`src/rtl/open_loop_notif_sched_pkg.sv`:
```
// Shared types for the open-loop SEND-direction request scheduler: app context, notification,
// TX request record, FSM state encoding and the request-issue rule.
package open_loop_notif_sched_pkg;

   localparam int OL_FLOWID_W      = 6;
   localparam int OL_PAYLOAD_PTR_W = 10;

   typedef struct packed {
      logic [OL_PAYLOAD_PTR_W:0] ptr;
      logic [OL_PAYLOAD_PTR_W:0] len;
   } notif_struct;

   typedef struct packed {
      logic        should_copy;
      logic [31:0] total_reqs;
      logic [31:0] curr_reqs;
      logic [31:0] bufsize;
   } app_cntxt_struct;

   typedef struct packed {
      logic [OL_FLOWID_W-1:0]    flowid;
      logic [OL_PAYLOAD_PTR_W:0] ptr;
      logic [OL_PAYLOAD_PTR_W:0] len;
   } tx_req_struct;

   localparam int APP_CNTXT_W        = $bits(app_cntxt_struct);
   localparam int APP_NOTIF_IF_FBITS = OL_FLOWID_W + $bits(notif_struct);

   typedef enum logic [2:0] {
      ST_IDLE     = 3'd0,
      ST_RD_REQ   = 3'd1,
      ST_RD_RESP  = 3'd2,
      ST_DECIDE   = 3'd3,
      ST_TX_REQ   = 3'd4,
      ST_CNTXT_WR = 3'd5,
      ST_DONE     = 3'd6
   } sched_state_e;

   // Enough unread data for one full buffer and the flow still owes requests.
   function automatic logic sched_issue_ok(input app_cntxt_struct c,
                                           input logic [OL_PAYLOAD_PTR_W:0] len);
      logic [31:0] len_ext;
      len_ext = 32'(len);
      return (c.bufsize != 32'd0) && (len_ext >= c.bufsize) && (c.curr_reqs < c.total_reqs);
   endfunction

endpackage

```
`src/rtl/open_loop_notif_sched.sv`:
```
// Per-flow TX request scheduler: notif -> context read -> decide -> TX req -> write-back -> done.
// Optional OPEN_LOOP_SCHED_STATS_EN adds saturating stat_tx_reqs / stat_drops counters.
module open_loop_notif_sched
   import open_loop_notif_sched_pkg::*;
#(
   parameter int FLOWID_W      = OL_FLOWID_W,
   parameter int PAYLOAD_PTR_W = OL_PAYLOAD_PTR_W
) (
   input  logic                   clk,
   input  logic                   rst_n,
   input  logic                   notif_val,
   input  logic [FLOWID_W-1:0]    notif_flowid,
   input  notif_struct            notif_data,
   output logic                   notif_rdy,
   output logic                   cntxt_rd_req_val,
   output logic [FLOWID_W-1:0]    cntxt_rd_req_addr,
   input  logic                   cntxt_rd_req_rdy,
   input  logic                   cntxt_rd_resp_val,
   input  logic [APP_CNTXT_W-1:0] cntxt_rd_resp_data,
   output logic                   cntxt_rd_resp_rdy,
   output logic                   cntxt_wr_val,
   output logic [FLOWID_W-1:0]    cntxt_wr_addr,
   output logic [APP_CNTXT_W-1:0] cntxt_wr_data,
   input  logic                   cntxt_wr_rdy,
   output logic                   tx_req_val,
   output logic [FLOWID_W-1:0]    tx_req_flowid,
   output logic [PAYLOAD_PTR_W:0] tx_req_ptr,
   output logic [PAYLOAD_PTR_W:0] tx_req_len,
   input  logic                   tx_req_rdy,
   output logic                   done_val,
   output logic [FLOWID_W-1:0]    done_flowid,
   input  logic                   done_rdy
`ifdef OPEN_LOOP_SCHED_STATS_EN
   ,
   output logic [31:0]            stat_tx_reqs,
   output logic [31:0]            stat_drops
`endif
);

   sched_state_e          state_q, state_d;
   logic [FLOWID_W-1:0]   flowid_q, flowid_d;
   notif_struct           notif_q, notif_d;
   app_cntxt_struct       cntxt_q, cntxt_d;
   tx_req_struct          tx_q, tx_d;
   logic                  notif_rdy_q, rd_req_val_q, resp_rdy_q;
   logic                  wr_val_q, tx_val_q, done_val_q;
   logic                  issue_s;

   assign issue_s = sched_issue_ok(cntxt_q, notif_q.len);

   // Next-state and latch updates; outputs are flopped from state_d below.
   always_comb begin
      state_d  = state_q;
      flowid_d = flowid_q;
      notif_d  = notif_q;
      cntxt_d  = cntxt_q;
      tx_d     = tx_q;
      case (state_q)
         ST_IDLE: begin
            if (notif_val && notif_rdy_q) begin
               state_d  = ST_RD_REQ;
               flowid_d = notif_flowid;
               notif_d  = notif_data;
            end else begin
               state_d = ST_IDLE;
            end
         end
         ST_RD_REQ: begin
            if (rd_req_val_q && cntxt_rd_req_rdy) state_d = ST_RD_RESP;
            else                                  state_d = ST_RD_REQ;
         end
         ST_RD_RESP: begin
            if (resp_rdy_q && cntxt_rd_resp_val) begin
               cntxt_d = app_cntxt_struct'(cntxt_rd_resp_data);
               state_d = ST_DECIDE;
            end else begin
               state_d = ST_RD_RESP;
            end
         end
         ST_DECIDE: begin
            // The increment cannot wrap: issue already requires curr_reqs < total_reqs.
            if (issue_s) begin
               state_d           = ST_TX_REQ;
               cntxt_d.curr_reqs = cntxt_q.curr_reqs + 32'd1;
               tx_d.flowid       = flowid_q;
               tx_d.ptr          = notif_q.ptr;
               tx_d.len          = cntxt_q.bufsize[OL_PAYLOAD_PTR_W:0];
            end else begin
               state_d = ST_IDLE;
            end
         end
         ST_TX_REQ: begin
            if (tx_val_q && tx_req_rdy) state_d = ST_CNTXT_WR;
            else                        state_d = ST_TX_REQ;
         end
         ST_CNTXT_WR: begin
            if (wr_val_q && cntxt_wr_rdy) begin
               if (cntxt_q.curr_reqs == cntxt_q.total_reqs) state_d = ST_DONE;
               else                                         state_d = ST_IDLE;
            end else begin
               state_d = ST_CNTXT_WR;
            end
         end
         ST_DONE: begin
            if (done_val_q && done_rdy) state_d = ST_IDLE;
            else                        state_d = ST_DONE;
         end
         default: state_d = ST_IDLE;
      endcase
   end

   // State, latched transaction data and registered handshake outputs.
   always_ff @(posedge clk or negedge rst_n) begin
      if (!rst_n) begin
         state_q      <= ST_IDLE;
         flowid_q     <= '0;
         notif_q      <= '0;
         cntxt_q      <= '0;
         tx_q         <= '0;
         notif_rdy_q  <= 1'b0;
         rd_req_val_q <= 1'b0;
         resp_rdy_q   <= 1'b0;
         tx_val_q     <= 1'b0;
         wr_val_q     <= 1'b0;
         done_val_q   <= 1'b0;
      end else begin
         state_q      <= state_d;
         flowid_q     <= flowid_d;
         notif_q      <= notif_d;
         cntxt_q      <= cntxt_d;
         tx_q         <= tx_d;
         notif_rdy_q  <= (state_d == ST_IDLE);
         rd_req_val_q <= (state_d == ST_RD_REQ);
         resp_rdy_q   <= (state_d == ST_RD_RESP);
         tx_val_q     <= (state_d == ST_TX_REQ);
         wr_val_q     <= (state_d == ST_CNTXT_WR);
         done_val_q   <= (state_d == ST_DONE);
      end
   end

   assign notif_rdy         = notif_rdy_q;
   assign cntxt_rd_req_val  = rd_req_val_q;
   assign cntxt_rd_req_addr = flowid_q;
   assign cntxt_rd_resp_rdy = resp_rdy_q;
   assign cntxt_wr_val      = wr_val_q;
   assign cntxt_wr_addr     = flowid_q;
   assign cntxt_wr_data     = cntxt_q;
   assign tx_req_val        = tx_val_q;
   assign tx_req_flowid     = tx_q.flowid;
   assign tx_req_ptr        = tx_q.ptr;
   assign tx_req_len        = tx_q.len;
   assign done_val          = done_val_q;
   assign done_flowid       = flowid_q;

`ifdef OPEN_LOOP_SCHED_STATS_EN
   logic [31:0] stat_tx_q, stat_drop_q;

   // Saturating counters for accepted TX requests and notifications dropped at decide.
   always_ff @(posedge clk or negedge rst_n) begin
      if (!rst_n) begin
         stat_tx_q   <= 32'd0;
         stat_drop_q <= 32'd0;
      end else begin
         if (tx_val_q && tx_req_rdy && (stat_tx_q != 32'hFFFF_FFFF))
            stat_tx_q <= stat_tx_q + 32'd1;
         else
            stat_tx_q <= stat_tx_q;
         if ((state_q == ST_DECIDE) && !issue_s && (stat_drop_q != 32'hFFFF_FFFF))
            stat_drop_q <= stat_drop_q + 32'd1;
         else
            stat_drop_q <= stat_drop_q;
      end
   end

   assign stat_tx_reqs = stat_tx_q;
   assign stat_drops   = stat_drop_q;
`endif

endmodule

```
`config.mk`:
```
export PLATFORM = sky130hd
export DESIGN_NAME = open_loop_notif_sched
export DESIGN_NICKNAME = d
export VERILOG_FILES = /design/src/rtl/open_loop_notif_sched_pkg.sv /design/src/rtl/open_loop_notif_sched.sv
export SDC_FILE = /design/constraint.sdc
export NUM_CORES = 1
export LEC_CHECK = 0
export ABC_AREA = 1
export CAP_MARGIN = 10
export CORE_MARGIN = 4
export CORE_UTILIZATION = 48
export CTS_BUF_LIST = sky130_fd_sc_hd__clkbuf_2
export CTS_CLUSTER_SIZE = 25
export DETAILED_ROUTE_END_ITERATION = 8
export PLACE_DENSITY_LB_ADDON = 0.08
export SYNTH_ARGS = -nofsm -noshare
export SYNTH_HDL_FRONTEND = slang
export SYNTH_SLANG_ARGS = --single-unit
```
`constraint.sdc`:
```
create_clock -name clk -period 2.3 [get_ports clk]
set_clock_uncertainty 0.1 [all_clocks]
set_input_delay 0.46 -clock clk [delete_from_list [all_inputs] [get_ports clk]]
set_output_delay 0.46 -clock clk [all_outputs]
set_load 0.01 [all_outputs]
```
==> summary.md, run 1 <==
| Metric | Value |
|---|---|
| Fin nets | `about 1700` |
| Required time worst endpoint | `between 2 and 3 ns` |
| Leakage | `approximately 7.3 nW` |
| Placeable Area | `~0.018 mm²` |
| Initial antenna violation count | `1` |
| Post-layout util | `0.756` |
| Final min period | `between 2 and 2.5 ns` |
| First-pass GRT wire length | `between 40 and 50 mm` |
| Share of cells above drive strength 1 | `0.207` |
| Remaining DRCs | `0` |
| DIE HEIGHT | `between 100 and 150 µm` |
| GRT overflow | `0` |
| Slack of the critical path | `-0.0446 ns` |
| Clock Sinks | `~160` |
| Drt wl/cell | `approximately 17 µm` |
| Hold path start | `cntxt_rd_resp_data[83]` |
| FF-to-FF End | `tx_req_flowid[4]` |
| Fin crit share | `1.02` |
| Net Count, Synth | `~1300` |
| Final GP Congestion | `approximately 0.95` |
| DR vias/cell | `between 5 and 6` |
| Crit path capture type | `register` |
| Buf/Inv on CP | `3` |
| CTS Buf Count | `17` |
| Critical path type | `register to register` |
| Post-DP HPWL | `roughly 20 mm` |
| Post-synthesis cell count | `between 1000 and 1500` |
| Die footprint | `approximately 0.021 mm²` |
| Worst path top cell family by delay | `simple AND/OR/NAND/NOR gates` |
| Hold Path Stages | `3` |
| Reg2Reg Depth | `13` |
| TritonCTS clock tree | `built` |
| R2R Path Start | `cntxt_wr_data[44]` |
| CTS Root Cell | `clkbuf_2` |
| Worst EP arrival | `~3.0 ns` |
| Top Ports | `282` |
| Hold Path End | `cntxt_wr_data[83]` |
| Fin Hold WS | `~0.13 ns` |
| Yosys cell types | `32` |
| Overall power | `around 20 mW` |
| Number of vias in the routed layout | `between 9000 and 10000` |
| CP max FO | `7` |
| Critical path, cell by cell | `buf_6, ha_4, nand2_4, nor2_4, nand4_1, nor3_4, nand2_2, inv_2, nor2_2, nand2_4, clkbuf_16, nand2_1, nand2_1` |
| Number of synthesis warnings | `0` |
| Post-synthesis sequential area ratio | `0.458` |
| Startpoint type of the worst setup path | `register` |
| Die span in x | `around 140 µm` |
| Filler cell count in the final layout | `~1400` |
| Power Density | `approximately 1500 mW/mm²` |
| Worst Hold Class | `input pin to register` |
| Fin. max-slew vios | `0` |
| Mapped Area | `roughly 0.0088 mm²` |
| Status | `complete, but fails checks` |
| Drt pass-1 iters | `5` |
| Skew-Pair Late Insertion Delay | `0.76 ns` |
| GRT Overall Usage | `0.267` |
| Layout area overhead | `54.0%` |
| Fmax | `approximately 430 MHz` |
| Hold Vio Cnt, Final | `0` |
| FP Rows | `49` |
| RSZ-0062 raised after global routing | `true` |
| Max-cap viol count | `0` |
| Vias in the first global route | `between 8000 and 9000` |
| Avg Inst Size Synth | `a little under 8 µm²` |
| Slowest cell on crit path | `dfrtp_1` |
| CTS clk-pin slew, worst paths | `between 0.2 and 0.3 ns` |
| Initial core utilization | `0.491` |
| Total Neg Setup Slack | `-0.569 ns` |
| Failing checks | `setup timing` |
| CTS H-tree lvls | `4` |
| IO Port Bufs | `approximately 280` |
| Reg2reg setup slack | `-0.04 ns` |
| CTS max path bufs | `2` |
| Pre-CTS setup slack | `-0.165 ns` |
| Worst slew pin tran | `~0.63 ns` |
| Final setup vio count | `32` |
| Synthesized flop and latch total | `162` |
| Largest net degree at the start of global routing | `58` |
| Iteration-0 DRC Markers | `roughly 650` |
| Max-slew headroom | `0.576` |
| Final antenna-violating net count | `0` |
| Worst vdd ir | `between 0.8 and 0.9 mV` |
| Final WL | `slightly below 30 mm` |
| CP peak stage delay | `0.45 ns` |
[Yosys cell counts]
cell type	n	area (µm²)
buf_4	17	128
o21bai_1	2	15.0
nor2_4	1	11.3
o21ai_1	2	10.0
o21ai_0	22	110
buf_6	1	11.3
mux2_2	44	495
xor2_1	9	78.8
nand3_4	1	17.5
o31ai_1	1	7.51
ha_1	44	551
nand2b_1	1	6.26
xnor2_1	1	8.76
nand3_2	1	10.0
a21oi_1	69	345
nand2_2	2	12.5
nand3b_1	5	37.5
and2_1	1	6.26
o41ai_1	1	8.76
buf_2	7	35.0
dfrtp_1	162	4050
nand4_1	12	75.1
nor3_1	30	150
clkbuf_1	18	67.6
nand3_1	88	440
a31o_2	1	8.76
inv_2	3	11.3
a21o_1	2	15.0
nor2_1	116	435
nand2_1	330	1240
buf_1	7	26.3
inv_1	111	417
[cell families (layout without fill, tap and decap cells)]
group | count (synthesis) | in the layout | share of synthesized area
simple gates | 588 | 589 | 0.276
other cells | 0 | 2 | 0
mux | 44 | 44 | 0.0560
flops | 162 | 162 | 0.458
buf+inv | 164 | 576 | 0.0787
compound gates | 100 | 100 | 0.0588
fa+ha+maj | 44 | 44 | 0.0622
xor+xnor | 10 | 10 | 0.00990
[routing by layer]
metal  global-route usage  vias to the layer above  wire (µm)
met5                    0                        -          0
met1                0.352                     4216      11800
met3               0.0772                       44       2760
met2                0.438                      375      13900
met4               0.0619                        0        573
li1                     -                     4380          -
[stage by stage]
stage                     std cells  area [µm²]
after floorplan                1112        8840
after global placement         1642       12300
after detailed placement       1642       12300
after CTS                      1734       12900
after global routing           1755       13600
final                          1756       13600
[final cells by class]
class,instances,area [µm²],area share
diodes,2,5.00,0.000367
flip-flops and latches,162,4050,0.298
repair buffers,430,4030,0.296
inverters,114,428,0.0314
well taps,229,287,0.0210
clock buffers,17,85.1,0.00625
multi-input cells,787,4570,0.336
clock inverters,15,165,0.0121
[power breakdown]
group | leakage (nW) | total [mW] | switching, mW | internal [mW]
clock network | 0.146 | 1.59 | 1.23 | 0.363
logic | 5.38 | 13.9 | 7.81 | 6.07
registers | 1.81 | 4.62 | 0.652 | 3.96
[layout by cell type (no fill, tap or decap), types with 29 or more instances in the layout]
cell type,netlist,final
a21oi_1,69,66
buf_4,17,126
clkdlybuf4s15_1,0,31
clkdlybuf4s50_1,0,131
dfrtp_1,162,162
dlygate4sd2_1,0,112
ha_1,44,29
inv_1,111,105
mux2_2,44,44
nand2_1,330,289
nand2_2,2,30
nand3_1,88,86
nor2_1,116,108
[registers in the layout, indices dropped and copies added (netlist names)]
| register | count |
|---|---|
| cntxt_wr_val | 1 |
| done_val | 1 |
| tx_req_flowid | 6 |
| cntxt_rd_req_val | 1 |
| cntxt_rd_req_addr | 6 |
| notif_rdy | 1 |
| cntxt_rd_resp_rdy | 1 |
| cntxt_wr_data | 97 |
| tx_req_ptr | 11 |
| notif_q | 22 |
| state_q | 3 |
| tx_req_val | 1 |
| tx_req_len | 11 |
[worst max path at each step]
stage | slack [ns] | to | cells past startpoint | startpoint
final | -0.04 | tx_req_flowid[4] | 13 | cntxt_wr_data[44]
after global routing | -0.11 | cntxt_wr_data[33] | 14 | cntxt_wr_data[5]
after CTS | -0.05 | tx_req_ptr[8] | 13 | cntxt_wr_data[41]
after detailed placement | -0.16 | tx_req_len[10] | 12 | cntxt_wr_data[45]
after global placement | -0.07 | tx_req_flowid[0] | 12 | cntxt_wr_data[45]
after floorplan | 0.16 | tx_req_len[3] | 12 | cntxt_wr_data[55]
[repair_timing]
action / in CTS / in global routing
setup buffers: 56 / 14
hold buffers: 3 / 0
endpoints found under the setup margin: 178 / 96
gates resized for setup: 151 / 138
hold endpoints to repair: 162 / 0
cloned: 1 / 6
pin swaps: 2 / 36
[worst reg2reg max path, delay by kind of cell, from the launching register on]
kind / cells / cell delay, ns
adders and majority gates: 1 / 0.26
DFF: 1 / 0.45
buffers and inverters: 3 / 0.39
and+or+nand+nor: 9 / 1.13
Power figures use the tool's default switching activity.
==> run 2, diff against run 1 <==
--- a/config.mk
+++ b/config.mk
@@ -9,2 +9,3 @@
 export CAP_MARGIN = 10
+export CORE_ASPECT_RATIO = 2
 export CORE_MARGIN = 4
==> constraint.sdc (replaced) <==
create_clock -name clk -period 2.3 [get_ports clk]
set_clock_uncertainty 0.1 [all_clocks]
set_input_delay 0.345 -clock clk [delete_from_list [all_inputs] [get_ports clk]]
set_output_delay 0.345 -clock clk [all_outputs]
set_load 0.01 [all_outputs]
==> run 2 against run 1 <==
Effect of this change:
- highest routed layer unchanged
- sequential share of layout area is 1.2 points lower
- critical path depth is 2 higher
- the flow still finishes with violations (setup timing)
- register-to-register slack worse by 0.04 ns
==> summary.md, run 2 (synthesis gave the netlist of run 1 again) <==
| Metric | Value |
|---|---|
| Fin crit share | `1.04 (was 1.02)` |
| Required time worst endpoint | `2.83 ns (was 2.93 ns)` |
| Post-layout util | `0.781 (was 0.756)` |
| Fin cells | `1755 (was 1756)` |
| Slowest cell on crit path | `dfrtp_1 (unchanged)` |
| Die footprint | `0.0208 mm² (was 0.0207 mm²)` |
| Failing checks | `setup timing (unchanged)` |
| Critical path type | `register to register (unchanged)` |
| FP Rows | `70 (was 49)` |
| Top Ports | `282 (unchanged)` |
| CTS Root Cell | `clkbuf_2 (unchanged)` |
| Worst Hold Class | `input pin to register (unchanged)` |
| Final setup vio count | `54 (was 32)` |
| Filler cell count in the final layout | `1295 (was 1381)` |
| Fin Hold WS | `0.0706 ns (was 0.131 ns)` |
| Iteration-0 DRC Markers | `365 (was 645)` |
| Startpoint type of the worst setup path | `register (unchanged)` |
| Clock Sinks | `162 (unchanged)` |
| TritonCTS clock tree | `built (unchanged)` |
| IO Port Bufs | `281 (unchanged)` |
| GRT overflow | `0 (unchanged)` |
| Largest net degree at the start of global routing | `54 (was 58)` |
| Final antenna-violating net count | `0 (unchanged)` |
| Number of vias in the routed layout | `9136 (was 9015)` |
| Max-cap viol count | `0 (unchanged)` |
| Placeable Area | `0.0182 mm² (was 0.0180 mm²)` |
| Critical path, cell by cell | `buf_4, ha_4, nand2_1, inv_1, nand4_1, buf_4, inv_1, nand2_1, nor2_2, nand2_2, nand3_4, nand2_8, clkbuf_16, nand2_2, nand2_1 (was buf_6, ha_4, nand2_4, nor2_4, nand4_1, nor3_4, nand2_2, inv_2, nor2_2, nand2_4, clkbuf_16, nand2_1, nand2_1)` |
| Fmax | `419 MHz (was 427 MHz)` |
| Initial core utilization | `0.486 (was 0.491)` |
| CP peak stage delay | `0.44 ns (was 0.45 ns)` |
| Status | `complete, but fails checks (unchanged)` |
| Vias in the first global route | `9229 (was 8620)` |
| Die span in x | `104 µm (was 144 µm)` |
| Post-route design area | `0.0142 mm² (was 0.0136 mm²)` |
| Initial antenna violation count | `1 (unchanged)` |
| Remaining DRCs | `0 (unchanged)` |
| CTS clk-pin slew, worst paths | `0.22 ns (was 0.29 ns)` |
| Placed Area | `0.0124 mm² (was 0.0123 mm²)` |
| Final GP Congestion | `1.01 (was 0.947)` |
| Power Density | `1500 mW/mm² (was 1470 mW/mm²)` |
| Fin. max-slew vios | `0 (unchanged)` |
| Cells after DPL | `1640 (was 1642)` |
| CTS max path bufs | `2 (unchanged)` |
| Skew-Pair Late Insertion Delay | `0.75 ns (was 0.76 ns)` |
| Max-slew headroom | `0.637 (was 0.576)` |
| Fin nets | `1704 (was 1689)` |
| DR vias/cell | `5.21 (was 5.13)` |
| Drt pass-1 iters | `4 (was 5)` |
| Crit path capture type | `register (unchanged)` |
| Leakage | `7.44 nW (was 7.33 nW)` |
| Final min period | `2.39 ns (was 2.34 ns)` |
| Layout area overhead | `60.9% (was 54.0%)` |
| Worst EP arrival | `2.91 ns (was 2.97 ns)` |
| Worst path top cell family by delay | `simple AND/OR/NAND/NOR gates (unchanged)` |
| CTS H-tree lvls | `4 (unchanged)` |
| Worst slew pin tran | `0.543 ns (was 0.632 ns)` |
| CP max FO | `8 (was 7)` |
| Slack of the critical path | `-0.0860 ns (was -0.0446 ns)` |
| CTS Buf Count | `17 (unchanged)` |
| Post-DP HPWL | `22.7 mm (was 20.2 mm)` |
| RSZ-0062 raised after global routing | `true (unchanged)` |
| Share of cells above drive strength 1 | `0.263 (was 0.207)` |
| Hold Vio Cnt, Final | `0 (unchanged)` |
| DIE HEIGHT | `200 µm (was 144 µm)` |
| Largest register FFs | `97 (unchanged)` |
| Worst vdd ir | `1.01 mV (was 0.883 mV)` |
| First-pass GRT wire length | `46.4 mm (was 43.5 mm)` |
| Commonest non-fill, non-tap cells in the layout | `clkdlybuf4s50_1, nand2_1, dfrtp_1 (was nand2_1, dfrtp_1, clkdlybuf4s50_1)` |
| Drt wl/cell | `18.6 µm (was 16.5 µm)` |
| CP dominant cell by count | `nand2_1` |
| Final WL | `32.6 mm (was 29.0 mm)` |
| Buf/Inv on CP | `5 (was 3)` |
| GRT Overall Usage | `0.284 (was 0.267)` |
| Most common cell after layout, fill and taps aside | `clkdlybuf4s50_1 (was nand2_1)` |
run 2: changes by cell type in the layout (fill, tap and decap cells not counted), moves of 9 or more:
cell / before / now
nand2_1: 289 / 225
dlymetal6s2s_1: 3 / 12
dlygate4sd3_1: 2 / 21
nand2_2: 30 / 75
clkdlybuf4s50_1: 131 / 229
nand2_4: 11 / 31
clkdlybuf4s15_1: 31 / 0
dlygate4sd2_1: 112 / 33
run 2: final cells by class:
type                       count  area (µm²)  share of cell area
clock inverter                10         113             0.00791
sequential                   162        4060               0.285
tap                          216         270              0.0190
clock buffer                  20         100             0.00703
antenna                        1        2.50            0.000176
timing repair buffer         445        4350               0.306
inverter                     114         428              0.0301
multi-input combinational    787        4910               0.345
run 2: final timing paths:
check,start,end,slack [ns],cells after the start
worst max-delay path,cntxt_wr_data[59],cntxt_wr_data[60],-0.09,15
worst min-delay path,cntxt_rd_resp_data[72],cntxt_wr_data[72],0.07,3
worst max register to register,cntxt_wr_data[59],cntxt_wr_data[60],-0.09,15
worst min register to register,notif_q[20],tx_req_ptr[9],0.38,2
max in group asynchronous,rst_n,cntxt_rd_req_addr[5],1.13,4
min in group asynchronous,rst_n,tx_req_val,0.48,3
run 2: through the flow:
stage,setup TNS [ns],setup slack [ns],power (mW)
CTS,-0.524,-0.0388,19.4
floorplan,0,0.161,11.5
global placement,-2.15,-0.0854,17.3
detailed placement,-4.22,-0.193,17.5
finish,-2.21,-0.0860,21.4
global route,-6.81,-0.168,23.0
run 2: repair_timing:
action | CTS | global route
cloned | 3 | 6
gates resized for setup | 51 | 217
hold buffers | 22 | 0
pin swaps | 9 | 36
endpoints found under the hold margin | 181 | 0
buffers inserted | 23 | 32
setup endpoints to repair | 94 | 81
run 2: worst reg2reg max path, stage by stage (launching register included):
cell,delay [ns]
dfrtp_1,0.44
buf_4,0.15
ha_4,0.25
nand2_1,0.04
inv_1,0.08
nand4_1,0.10
buf_4,0.17
inv_1,0.09
nand2_1,0.07
nor2_2,0.11
nand2_2,0.08
nand3_4,0.18
nand2_8,0.11
clkbuf_16,0.22
nand2_2,0.06
nand2_1,0.05
run 2: metal layers:
metal	part of all wire	global-route usage
met5	0	0
met4	0.044	0.145
met3	0.041	0.0476
met2	0.58	0.565
met1	0.33	0.279
run 2: power by group:
group | internal [mW] | switching [mW]
logic | 6.78 | 8.31
registers | 3.98 | 0.818
clock network | 0.496 | 1.01
total | 11.3 | 10.1
==> run 3, diff against run 2 <==
- CORE_UTILIZATION: 48 -> 45
==> run 3 against run 2 <==
Effect of this change:
- worst hold slack improved by 0.033 ns
- sequential power fell by 2%
- critical path depth fell by 1
- via count rose by 5.5%
- critical endpoint is now tx_req_ptr[5]
- the run still ends with setup timing left
- design area rose by 3.7%
- first-iteration DRC count rose by 7.4%
- final cell count rose by 7.3%
- power fell by 2.9%
==> summary.md, run 3 (synthesis gave the netlist of run 1 again) <==
| Metric | Value |
|---|---|
| Status | `complete, but fails checks (unchanged)` |
| Failing checks | `setup timing (unchanged)` |
| Switching pwr | `9.95 mW (was 10.1 mW)` |
| Final min period | `2.43 ns (was 2.39 ns)` |
| Slack of the critical path | `-0.128 ns (was -0.0860 ns)` |
| Required time worst endpoint | `2.90 ns (was 2.83 ns)` |
| Pre-CTS setup slack | `-0.174 ns (was -0.193 ns)` |
| Hold Vio Cnt, Final | `0 (unchanged)` |
| Commonest non-fill, non-tap cells in the layout | `nand2_1, clkdlybuf4s50_1, dfrtp_1 (was clkdlybuf4s50_1, nand2_1, dfrtp_1)` |
| Most common cell after layout, fill and taps aside | `nand2_1 (was clkdlybuf4s50_1)` |
| First-pass GRT wire length | `49.3 mm (was 46.4 mm)` |
| Post-layout util | `0.762 (was 0.781)` |
| Hold Path Stages | `2 (was 3)` |
| Cell-internal power | `10.8 mW (was 11.3 mW)` |
| Worst Hold Class | `input pin to register (unchanged)` |
| Total Neg Setup Slack | `-1.31 ns (was -2.21 ns)` |
| Final WL | `34.7 mm (was 32.6 mm)` |
| TritonCTS clock tree | `built (unchanged)` |
| CTS clk-pin slew, worst paths | `0.23 ns (was 0.22 ns)` |
| Final GP Congestion | `0.984 (was 1.01)` |
| Leakage | `7.88 nW (was 7.44 nW)` |
| Logic pwr share | `0.705 (was 0.706)` |
| Top Usage Layer GRT | `met2 (unchanged)` |
| Worst vdd ir | `0.953 mV (was 1.01 mV)` |
| Worst slew pin tran | `0.532 ns (was 0.543 ns)` |
| Power Density | `1410 mW/mm² (was 1500 mW/mm²)` |
| Fin crit share | `1.06 (was 1.04)` |
| Fin nets | `1785 (was 1704)` |
| Placeable Area | `0.0194 mm² (was 0.0182 mm²)` |
| Max-slew headroom | `0.646 (was 0.637)` |
| CP max FO | `5 (was 8)` |
| Iteration-0 DRC Markers | `392 (was 365)` |
| Reg2reg setup slack | `-0.13 ns (was -0.09 ns)` |
| Initial core utilization | `0.457 (was 0.486)` |
| Top Ports | `282 (unchanged)` |
| Worst EP arrival | `3.02 ns (was 2.91 ns)` |
| Post-DP HPWL | `22.5 mm (was 22.7 mm)` |
| Met3 GRT Util | `0.0535 (was 0.0476)` |
| CTS Buf Count | `17 (unchanged)` |
| DIE HEIGHT | `206 µm (was 200 µm)` |
| Drt wl/cell | `18.4 µm (was 18.6 µm)` |
| Startpoint type of the worst setup path | `register (unchanged)` |
| Reg2Reg Depth | `14 (was 15)` |
| Largest net degree at the start of global routing | `47 (was 54)` |
| Share of cells above drive strength 1 | `0.204 (was 0.263)` |
| Critical path type | `register to register (unchanged)` |
| Hold path start | `cntxt_rd_resp_data[29] (was cntxt_rd_resp_data[72])` |
| GRT overflow | `0 (unchanged)` |
| IO Port Bufs | `281 (unchanged)` |
| Drt pass-1 iters | `6 (was 4)` |
| FP Rows | `72 (was 70)` |
| Layout area overhead | `66.8% (was 60.9%)` |
| Filler cell count in the final layout | `1364 (was 1295)` |
| Largest register FFs | `97 (unchanged)` |
| Final antenna-violating net count | `0 (unchanged)` |
| CTS max path bufs | `2 (unchanged)` |
| Die footprint | `0.0221 mm² (was 0.0208 mm²)` |
| Die span in x | `107 µm (was 104 µm)` |
| Skew-Pair Late Insertion Delay | `0.79 ns (was 0.75 ns)` |
| DR vias/cell | `5.12 (was 5.21)` |
| GRT Overall Usage | `0.290 (was 0.284)` |
| Met1 Use GR | `0.292 (was 0.279)` |
| R2R Path Start | `cntxt_wr_data[55] (was cntxt_wr_data[59])` |
| Hold Path End | `cntxt_wr_data[29] (was cntxt_wr_data[72])` |
| Fmax | `412 MHz (was 419 MHz)` |
| CTS Root Cell | `clkbuf_2 (unchanged)` |
| Clock power frac | `0.069 (was 0.070)` |
| Initial antenna violation count | `3 (was 1)` |
| Remaining DRCs | `0 (unchanged)` |
| CTS H-tree lvls | `4 (unchanged)` |
| Global routing usage on met2 | `0.558 (was 0.565)` |
| Clock Sinks | `162 (unchanged)` |
| Fin. max-slew vios | `0 (unchanged)` |
| Max-cap viol count | `0 (unchanged)` |
| Number of vias in the routed layout | `9640 (was 9136)` |
| Crit path capture type | `register (unchanged)` |
| Final setup vio count | `24 (was 54)` |
| Switching share of power | `0.479 (was 0.474)` |
| Reg power frac | `0.227 (was 0.224)` |
| FF-to-FF End | `tx_req_ptr[5] (was cntxt_wr_data[60])` |
| RSZ-0062 raised after global routing | `true (unchanged)` |
| Vias in the first global route | `9707 (was 9229)` |
## run 3: per-layer routing
metal  vias up  share of wire
met5         -              0
met4         0          0.049
met3        97          0.053
met2       368           0.56
met1      4613           0.34
li1       4562              -
## run 3: how the worst max path moves through the flow
stage | from | end | slack, ns | cells past startpoint
after floorplan | cntxt_wr_data[55] | tx_req_len[3] | 0.16 | 12
after global placement | cntxt_wr_data[63] | tx_req_flowid[1] | -0.07 | 11
after detailed placement | cntxt_wr_data[45] | tx_req_flowid[2] | -0.17 | 12
after CTS | cntxt_wr_data[93] | tx_req_len[3] | -0.12 | 14
after global routing | cntxt_wr_data[75] | tx_req_ptr[5] | -0.18 | 15
final | cntxt_wr_data[55] | tx_req_ptr[5] | -0.13 | 14
## run 3: power by group through the flow
| stage | Combinational, mW | Sequential [mW] | Clock [mW] |
|---|---|---|---|
| finish | 14.6 | 4.71 | 1.43 |
| floorplan | 6.13 | 5.35 | 0 |
| CTS | 13.4 | 4.65 | 1.48 |
| global route | 15.8 | 4.84 | 1.57 |
| detailed placement | 12.8 | 4.77 | 0 |
| global placement | 12.7 | 4.71 | 0 |
## run 3: area by class of cell
class	count	area, µm²	area share
timing repair buffer	526	5170	0.351
multi-input combinational	787	4580	0.310
clock buffer	20	100	0.00678
clock inverter	12	90.1	0.00610
tap	259	324	0.0220
antenna	3	7.51	0.000509
inverter	114	430	0.0292
sequential	162	4050	0.275
## run 3: repair_timing
item,4_1_cts,5_1_grt
pin swaps,8,26
gates resized for setup,83,151
setup endpoints to repair,132,103
hold buffers,96,0
endpoints found under the hold margin,255,0
gates cloned,4,3
buffers inserted,31,32
## run 3: worst max-delay path, cell delays in order (launching register included)
cell,delay [ns]
dfrtp_1,0.45
buf_4,0.14
ha_1,0.30
nand2_1,0.11
nor2_1,0.07
nor2_1,0.13
nand2_1,0.08
nand2_2,0.09
nand4_1,0.16
nor2_4,0.21
nand2_8,0.09
buf_12,0.14
clkbuf_16,0.16
nand2_4,0.06
nand2_1,0.07
## run 3: per-stage QoR
step	instances	cell area (µm²)	hold slack [ns]	power [mW]
6_report	1883	14800	0.103	20.8
5_1_grt	1883	14800	0.00909	22.2
4_1_cts	1847	14000	0.000469	19.5
3_5_place_dp	1684	12400	0.241	17.6
3_3_place_gp	1684	12400	0.243	17.4
2_1_floorplan	1112	8840	-0.0506	11.5
